$ cat config.mk
export PLATFORM = sky130hd
export DESIGN_NAME = alu_sequencer
export DESIGN_NICKNAME = d
export VERILOG_FILES = /design/src/rtl/alu_seq_pkg.sv /design/src/rtl/seq_reg_file.sv /design/src/rtl/alu_sequencer.sv
export SDC_FILE = /design/constraint.sdc
export NUM_CORES = 1
export LEC_CHECK = 0
export ABC_AREA = 1
export CORE_MARGIN = 3
export CORE_UTILIZATION = 56
export DETAILED_ROUTE_END_ITERATION = 12
export GPL_ROUTABILITY_DRIVEN = 0
export PLACE_DENSITY_LB_ADDON = 0.3
export SYNTH_ARGS = -nofsm -noshare
export SYNTH_HDL_FRONTEND = slang
export SYNTH_SLANG_ARGS = --single-unit
$ cat constraint.sdc
create_clock -name clk -period 3.5 [get_ports clk]
set_clock_uncertainty 0.2 [all_clocks]
set_input_delay 0.875 -clock clk [delete_from_list [all_inputs] [get_ports clk]]
set_output_delay 0.875 -clock clk [all_outputs]
set_load 0.01 [all_outputs]
$ cat src/rtl/alu_seq_pkg.sv
// Shared constants for the ALU sequencer: opcodes, instruction field positions, FSM states.
// ALU_SEQ_LOAD_EN turns opcode 100 into LOAD (R[xx] <= data_in).
package alu_seq_pkg;

    localparam int OPC_MSB = 6;
    localparam int OPC_LSB = 4;
    localparam int XX_MSB  = 3;
    localparam int XX_LSB  = 2;
    localparam int YY_MSB  = 1;
    localparam int YY_LSB  = 0;

    localparam logic [2:0] OP_NOP   = 3'b000;
    localparam logic [2:0] OP_SET   = 3'b001;
    localparam logic [2:0] OP_INC   = 3'b010;
    localparam logic [2:0] OP_DEC   = 3'b011;
    localparam logic [2:0] OP_LOAD  = 3'b100;
    localparam logic [2:0] OP_STORE = 3'b101;
    localparam logic [2:0] OP_ADD   = 3'b110;
    localparam logic [2:0] OP_COPY  = 3'b111;

    typedef enum logic [1:0] {
        ST_IDLE = 2'd0,
        ST_READ = 2'd1,
        ST_WB   = 2'd2
    } state_t;

    // Opcodes whose result lands in R[xx].
    function automatic logic writes_reg(input logic [2:0] op);
        case (op)
            OP_SET, OP_INC, OP_DEC, OP_ADD, OP_COPY: writes_reg = 1'b1;
`ifdef ALU_SEQ_LOAD_EN
            OP_LOAD:                                 writes_reg = 1'b1;
`endif
            default:                                 writes_reg = 1'b0;
        endcase
    endfunction

endpackage

$ cat src/rtl/seq_reg_file.sv
// Four-entry register file: two combinational read ports, one synchronous write port,
// asynchronous active-low clear.
module seq_reg_file
    import alu_seq_pkg::*;
#(
    parameter int SIZE = 4
) (
    input  logic            clk,
    input  logic            rst_n,
    input  logic [1:0]      i_ra_addr,
    output logic [SIZE-1:0] o_ra_data,
    input  logic [1:0]      i_rb_addr,
    output logic [SIZE-1:0] o_rb_data,
    input  logic            i_we,
    input  logic [1:0]      i_wa,
    input  logic [SIZE-1:0] i_wd
);

    logic [SIZE-1:0] r_reg [4];

    assign o_ra_data = r_reg[i_ra_addr];
    assign o_rb_data = r_reg[i_rb_addr];

    always_ff @(posedge clk or negedge rst_n) begin
        if (!rst_n) begin
            for (int i = 0; i < 4; i++) r_reg[i] <= '0;
        end else if (i_we) begin
            r_reg[i_wa] <= i_wd;
        end
    end

endmodule

$ cat src/rtl/alu_sequencer.sv
// Three-cycle instruction sequencer (IDLE -> READ -> WB) driving an external ALU.
// ALU_SEQ_LOAD_EN enables opcode 100 as LOAD from data_in; otherwise it is a no-op.
module alu_sequencer
    import alu_seq_pkg::*;
#(
    parameter int SIZE = 4
) (
    input  logic            clk,
    input  logic            rst_n,
    input  logic [6:0]      instr,
    input  logic            instr_valid,
    output logic            instr_ready,
    input  logic [SIZE-1:0] data_in,
    output logic [SIZE-1:0] M1,
    output logic [SIZE-1:0] M0,
    output logic [SIZE-2:0] alu_opcode,
    input  logic [SIZE-1:0] F4,
    input  logic            zero_flag,
    output logic [SIZE-1:0] data_out,
    output logic            data_out_valid,
    output logic            z_flag,
    output logic            busy
);

    state_t          r_state;
    logic [2:0]      r_op;
    logic [1:0]      r_xx;
    logic [1:0]      r_yy;
    logic            r_ready;
    logic            r_busy;
    logic [SIZE-1:0] r_m1;
    logic [SIZE-1:0] r_m0;
    logic [SIZE-2:0] r_aop;
    logic [SIZE-1:0] r_dout;
    logic            r_dov;
    logic            r_z;

    logic [SIZE-1:0] w_rd_a;
    logic [SIZE-1:0] w_rd_b;
    logic            w_we;
    logic [SIZE-1:0] w_wd;

    // Register write happens on the same edge that leaves WB.
    assign w_we = (r_state == ST_WB) && writes_reg(r_op);
`ifdef ALU_SEQ_LOAD_EN
    assign w_wd = (r_op == OP_LOAD) ? data_in : F4;
`else
    logic w_unused_data_in;
    assign w_unused_data_in = ^data_in;
    assign w_wd = F4;
`endif

    seq_reg_file #(.SIZE(SIZE)) u_rf (
        .clk       (clk),
        .rst_n     (rst_n),
        .i_ra_addr (r_xx),
        .o_ra_data (w_rd_a),
        .i_rb_addr (r_yy),
        .o_rb_data (w_rd_b),
        .i_we      (w_we),
        .i_wa      (r_xx),
        .i_wd      (w_wd)
    );

    always_ff @(posedge clk or negedge rst_n) begin
        if (!rst_n) begin
            r_state <= ST_IDLE;
            r_op    <= OP_NOP;
            r_xx    <= '0;
            r_yy    <= '0;
            r_ready <= 1'b0;
            r_busy  <= 1'b0;
            r_m1    <= '0;
            r_m0    <= '0;
            r_aop   <= '0;
            r_dout  <= '0;
            r_dov   <= 1'b0;
            r_z     <= 1'b0;
        end else begin
            r_dov <= 1'b0;
            case (r_state)
                ST_IDLE: begin
                    if (instr_valid && r_ready) begin
                        r_op    <= instr[OPC_MSB:OPC_LSB];
                        r_xx    <= instr[XX_MSB:XX_LSB];
                        r_yy    <= instr[YY_MSB:YY_LSB];
                        r_ready <= 1'b0;
                        r_busy  <= 1'b1;
                        r_state <= ST_READ;
                    end else begin
                        r_ready <= 1'b1;
                    end
                end
                ST_READ: begin
                    r_m1    <= w_rd_a;
                    r_m0    <= w_rd_b;
                    r_aop   <= (SIZE-1)'(r_op);
                    r_state <= ST_WB;
                end
                ST_WB: begin
                    r_state <= ST_IDLE;
                    r_ready <= 1'b1;
                    r_busy  <= 1'b0;
                    case (r_op)
                        OP_STORE: begin
                            r_dout <= F4;
                            r_dov  <= 1'b1;
                            r_z    <= zero_flag;
                        end
                        OP_SET, OP_INC, OP_DEC, OP_ADD, OP_COPY: r_z <= zero_flag;
`ifdef ALU_SEQ_LOAD_EN
                        OP_LOAD: r_z <= (data_in == '0);
`endif
                        default: ;
                    endcase
                end
                default: begin
                    r_state <= ST_IDLE;
                    r_busy  <= 1'b0;
                    r_ready <= 1'b1;
                end
            endcase
        end
    end

    assign instr_ready    = r_ready;
    assign busy           = r_busy;
    assign M1             = r_m1;
    assign M0             = r_m0;
    assign alu_opcode     = r_aop;
    assign data_out       = r_dout;
    assign data_out_valid = r_dov;
    assign z_flag         = r_z;

endmodule

==> impl_metrics.py <==
metrics = {
    "worst_setup_path": {
        "crit_type": "flip-flop to primary output",
        "critPathLaunchType": "flip-flop",
        "path_buf_inv": 1,
        "crit_family": "buffers and inverters",
        "slowest_delay_ns": 0.54,
        "worstPathRequired_ns": 2.42,
        "cp_max_fo": 3,
        "crit_start": "instr_ready",
        "arrival_ns": 1.23,
        "crit_chain": "clkdlybuf4s50_1",
        "cp-end-kind": "primary output",
        "cp_slowest_cell": "clkdlybuf4s50_1",
        "r2r-start": "r_xx[0]",
    },
    "synth": {
        "ys_types": 21,
        "synth_cells": 273,
        "ys.warnings.count": 0,
        "syn-cell-area_um2": 2220,
        "ys_seq_elements": 44,
        "ys_seq_area_frac": 0.496,
        "synth_nets": 292,
        "avgSynthCellArea_um2": 8.13,
    },
    "clock_network": {
        "clock-sinks": 44,
        "clk_pin_slew_ns": 0.09,
        "cts-root-buf": "clkbuf_8",
        "cts_tree": "built",
        "cts_hold_buf": 0,
        "cts_resized": 0,
        "cts_setup_buffers": 0,
        "htree_levels": 2,
        "clockBufferDepth": 2,
        "clock_latency_ns": 0.30,
        "cts_buffers": 5,
    },
    "global_routing": {
        "antenna_found_initial": 0,
        "grt_overflow": 0,
        "grt_first_pass_wirelength_um": 7670,
        "grt_max_degree": 45,
        "grtUsageTotal": 0.218,
        "grt_pass1_vias": 1716,
    },
    "layout": {
        "syn2layout_area_growth_pct": 18.3,
        "n_fill_cell": 301,
        "seqCellArea_um2": 1100,
        "largest_register_ffs": 16,
        "multi_input_area_um2": 913,
        "fin_area_um2": 2630,
        "layout-drive-gt1-share": 0.105,
        "postLayoutCoreUtil": 0.701,
        "antenna_cells": 0,
        "nNetsFinal": 323,
    },
    "flow_run": {
        "drv_cap": 0,
    },
    "drt": {
        "drc": 0,
        "drt_iter0_drc": 103,
        "route.final.wire_length_um": 4580,
        "postRouteAntennaNets": 0,
        "firstDrtPassIters": 4,
        "post_drt_wl_per_cell_um": 13.0,
        "wl_met1_um": 2060,
        "dr_wl_met3_um": 239,
        "viasPerCell": 5.15,
        "wl_met2_um": 2250,
        "via_count": 1817,
        "top_layer": "met4",
    },
    "pwr": {
        "p_leak_nw": 1.35,
        "p_per_area_nw_per_um2": 948,
        "p_total_mw": 2.49,
        "ir_worst_vdd_mv": 0.479,
    },
    "timing": {
        "worstMarginPinSlew_ns": 0.942,
        "min_period_ns": 2.30,
        "setup_viol": 0,
        "slew_violations": 0,
        "maxSlewHeadroom": 0.372,
        "hold_viol_final": 0,
        "finalCritPeriodShare": 0.657,
        "fin_tns_setup_ns": 0,
        "fmax_mhz": 435,
        "rsz0062_at_grt": "false",
        "setup_slack_ns": 1.20,
    },
    "die": {
        "die_width_um": 69.0,
        "io_pins": 38,
        "core_um2": 3740,
        "start_util": 0.593,
        "fp.dieH_um": 69.0,
        "rows": 22,
        "design.die.area_um2": 4750,
    },
    "worst_hold_path": {
        "worstHoldStart": "M1[3]",
        "hp-class": "flip-flop to flip-flop",
    },
    "placement": {
        "io_buffer_count": 33,
        "detailed_place.area_um2": 2520,
        "place_hpwl_um": 3250,
        "dp_slack_ns": 1.37,
    },
    "run_status": {
        "outcome": "completed",
    },
}
==> cell families after synthesis <==
group | after synthesis | synth area share
DFF | 44 | 0.496
and+or+nand+nor | 178 | 0.384
AOI/OAI and AO/OA | 12 | 0.0271
buffers and inverters | 39 | 0.0924
==> per-stage QoR <==
step	hold slack, ns	std cells
after floorplan	0.263	273
after global placement	0.260	345
after detailed placement	0.266	345
after CTS	0.285	353
after global routing	0.300	353
final	0.279	353
==> worst register-to-register path, cell delays in order, from the launching register on <==
cell     delay (ns)
dfrtp_1        0.77
inv_2          0.25
nor2_4         0.23
nand3_4        0.11
nand2_1        0.09
nand2_1        0.06
==> cells in the final DEF (no fill, tap or decap), drive strengths merged, types with 2 or more instances in the layout <==
master / count
clkbuf: 6
clkdlybuf4s50: 32
clkinv: 2
dfrtp: 44
inv: 29
nand2: 141
nand3: 14
nand4: 16
nor2: 7
o21ai: 12
==> per-layer routing <==
layer | vias to the layer above | GRT usage
met5 | - | 0
met4 | 0 | 0.0438
met3 | 5 | 0.0567
met2 | 47 | 0.376
met1 | 848 | 0.277
li1 | 917 | -
==> worst paths after layout <==
check | cells after the start | to | slack (ns)
worst max-delay path | 1 | instr_ready | 1.20
worst min-delay path | 2 | M1[3] | 0.28
worst max register to register | 5 | u_rf.r_reg[11] | 1.68
min in group asynchronous | 1 | instr_ready | 0.51
max in group asynchronous | 1 | M0[2] | 2.00
worst min register to register | 2 | M1[3] | 0.28
==> where the power goes <==
part | internal (mW) | switching [mW] | leakage, nW | total [mW]
clock | 0.212 | 0.173 | 0.0552 | 0.384
combinational | 0.461 | 0.640 | 0.777 | 1.10
sequential | 0.753 | 0.249 | 0.522 | 1.00
==> area by class of cell <==
type | instances | area share
repair buffers | 33 | 0.124
well taps | 48 | 0.0229
flip-flops and latches | 44 | 0.419
multi-input cells | 190 | 0.348
clock buffers | 6 | 0.0276
clock inverters | 2 | 0.0133
inverters | 30 | 0.0448
==> synth_stat cells <==
library cell,instances,share of area
nand4_1,16,0.045
buf_4,1,0.0034
o21ai_0,3,0.0068
inv_1,21,0.036
buf_12,1,0.0090
buf_2,3,0.0068
buf_6,4,0.020
nand3_2,3,0.014
nand3_1,8,0.018
dfrtp_1,44,0.50
nor2_2,1,0.0028
nand2_1,138,0.23
nand2_2,1,0.0028
nor2_4,3,0.015
o21ai_1,9,0.020
nor2_1,1,0.0017
inv_2,8,0.014
nor2_8,2,0.018
clkinv_4,1,0.0039
nand2_4,2,0.010
nand3_4,3,0.024
(Power assumes the default switching activity.)
==> edit, RTL diff (same flow settings) <==
Encoding of `state_t`: now one-hot (3 bits for 3 states).
--- a/src/rtl/alu_seq_pkg.sv
+++ b/src/rtl/alu_seq_pkg.sv
@@ -20,6 +20,6 @@
 
-    typedef enum logic [1:0] {
-        ST_IDLE = 2'd0,
-        ST_READ = 2'd1,
-        ST_WB   = 2'd2
+    typedef enum logic [2:0] {
+        ST_IDLE = 3'b001,
+        ST_READ = 3'b010,
+        ST_WB   = 3'b100
     } state_t;
Function: no difference found for any inputs over 10 cycles, from zero or initial values and one cycle with rst_n low; not proved beyond that.
==> edit against the original RTL <==
- area after synthesis fell by 3.8%
- wire length fell by 2.4%
- worst setup slack improved by 0.013 ns
- design area fell by 1.8%
- cell count rose by 2.3%
- total power fell by 11%
- sequential cell count rose by 1
- critical endpoint is now data_out[2]
- largest power group is now sequential cells
- highest routed layer unchanged
==> edit: results (changes against the original RTL) <==
| Metric | Value |
|---|---|
| Nets | 333 (+3.1%) |
| Share of post-route cells with drive strength above 1 | 0.0603 (-0.0446) |
| Routed wire length | 4470 um (-2.4%) |
| Fill count | 291 (-3.3%) |
| Global-route wire length before repair | 7710 um (+0.55%) |
| Worst-Skew Late Latency | 0.30 ns (about the same) |
| Worst r2r src | r_state[1] |
| Post-detail-place hpwl | 3230 um (-0.65%) |
| CP top delay family | buffers and inverters |
| Top cells by area, synth | dfrtp_1, nand2_1, nand4_1, nand3_1, inv_1 |
| R2r setup slk | 1.51 ns (-0.17 ns) |
| Synth Net Count | 301 (+3.1%) |
| Mean post-synth cell area | 7.57 sq um (-6.8%) |
| Cell variety after synth | 17 (-19%) |
| Status | finished, final reports clean |
| Post-CTS Setup Repair Bufs | 0 (unchanged) |
| Max FO, Critical Path | 2 (-1) |
| Number of synthesized flops with an enable pin | 0 (unchanged) |
| HP Class | register to register |
| Crit-path max cell delay | 0.54 ns (about the same) |
| Largest net degree at the start of global routing | 46 (+2.2%) |
| Num CTS Buffers | 5 (unchanged) |
| Clock Root Buffer | clkbuf_8 |
| Leak pwr | 0.00137 uW (+1.5%) |
| Max_slew headroom | 0.356 (-0.0164) |
| Initial antenna violation count | 0 (unchanged) |
| H-tree levels | 2 (unchanged) |
| RR Endpoint | u_rf.r_reg[13] |
| Diode count | 0 (unchanged) |
| DR vias/cell | 5.17 (+0.47%) |
| Vias in the first global route | 1,721 (+0.29%) |
| Worst-case reg-to-reg path depth | 6 (+1) |
| Worst-path clk slew | around 0.080 ns |
| Maximum vdd drop | 513 uV (+7.1%) |
| Yosys warning count | 0 (unchanged) |
| Net Sw Frac | 0.397 (-0.0293) |
| IO Port Bufs | 33 (unchanged) |
| Post-CTS Resized | 0 (unchanged) |
| Post-synthesis sequential area ratio | 0.528 (+0.0318) |
| Min-delay src | data_out[1] |
| CP max-delay cell | clkdlybuf4s50_1 |
| Post-synth top cells | nand2_1, dfrtp_1, inv_1 |
| 1st-iter DRT viols | 122 (+18%) |
| Drt first pass iters | 4 (unchanged) |
| Max FFs per register | 16 (unchanged) |
| Hold EP | data_out[1] |
| Clk buf depth | 2 (unchanged) |
| Post-synth top flop | dfrtp_1 |
| Hold path depth | 2 (unchanged) |
| GRT Util Overall | 0.228 (+0.00960) |
| Synth async-reset ratio | 1.00 (unchanged) |
## edit: cell count changes after synthesis, sizes merged
cell,change
nand2,-1
or2,+1
nor3,+1
dfstp,+1
nand3,+5
inv,+1
nor2,+1
## edit: cell type report
cell class / count / area [sq um] / share of cell area
timing repair buffer: 34 / 333 / 0.129
clock buffer: 6 / 72.6 / 0.0281
multi-input combinational: 197 / 837 / 0.325
sequential: 45 / 1130 / 0.437
clock inverter: 2 / 35.0 / 0.0136
inverter: 31 / 116 / 0.0451
tap: 46 / 57.6 / 0.0223
## edit: kinds of logic (layout without fill, tap and decap cells)
family,count (synthesis),after routing,share of synthesized area
DFF,45,45,0.528
and+or+nand+nor,185,185,0.364
AOI/OAI and AO/OA,12,12,0.0281
buffers and inverters,40,73,0.0803
## edit: worst max path at each step
stage | start | endpoint | slack [ns] | depth (start not counted)
5_1_grt | data_out[2] | data_out[2] | 1.16 | 1
6_report | data_out[2] | data_out[2] | 1.21 | 1
3_3_place_gp | instr_valid | instr_ready | 1.27 | 6
4_1_cts | data_out[2] | data_out[2] | 1.20 | 1
3_5_place_dp | instr_valid | instr_ready | 1.24 | 6
2_1_floorplan | instr_valid | r_yy[0] | 1.84 | 4
## edit: power by group through the flow
stage                     Combinational, uW  Sequential (uW)  Clock (uW)
after floorplan                         586              908           0
after global placement                  887              921           0
after detailed placement                916              931           0
after CTS                               923              923         381
after global routing                   1060              956         401
final                                   917              927         376
## edit: stage by stage
| step | hold WS [ns] | util | area [sq um] | setup slack [ns] | instances |
|---|---|---|---|---|---|
| 2_1_floorplan | 0.264 | - | 2140 | 1.84 | 282 |
| 3_3_place_gp | 0.257 | 0.707 | 2470 | 1.27 | 353 |
| 3_5_place_dp | 0.264 | 0.707 | 2470 | 1.24 | 353 |
| 4_1_cts | 0.284 | 0.738 | 2580 | 1.20 | 361 |
| 5_1_grt | 0.298 | 0.738 | 2580 | 1.16 | 361 |
| 6_report | 0.281 | 0.738 | 2580 | 1.21 | 361 |
## edit: per-layer routing
metal	vias to the layer above	GRT usage	wire (um)
met1	854	0.313	2110
met5	-	0	0
met2	63	0.348	2050
li1	944	-	-
met3	6	0.0449	259
met4	0	0.104	55
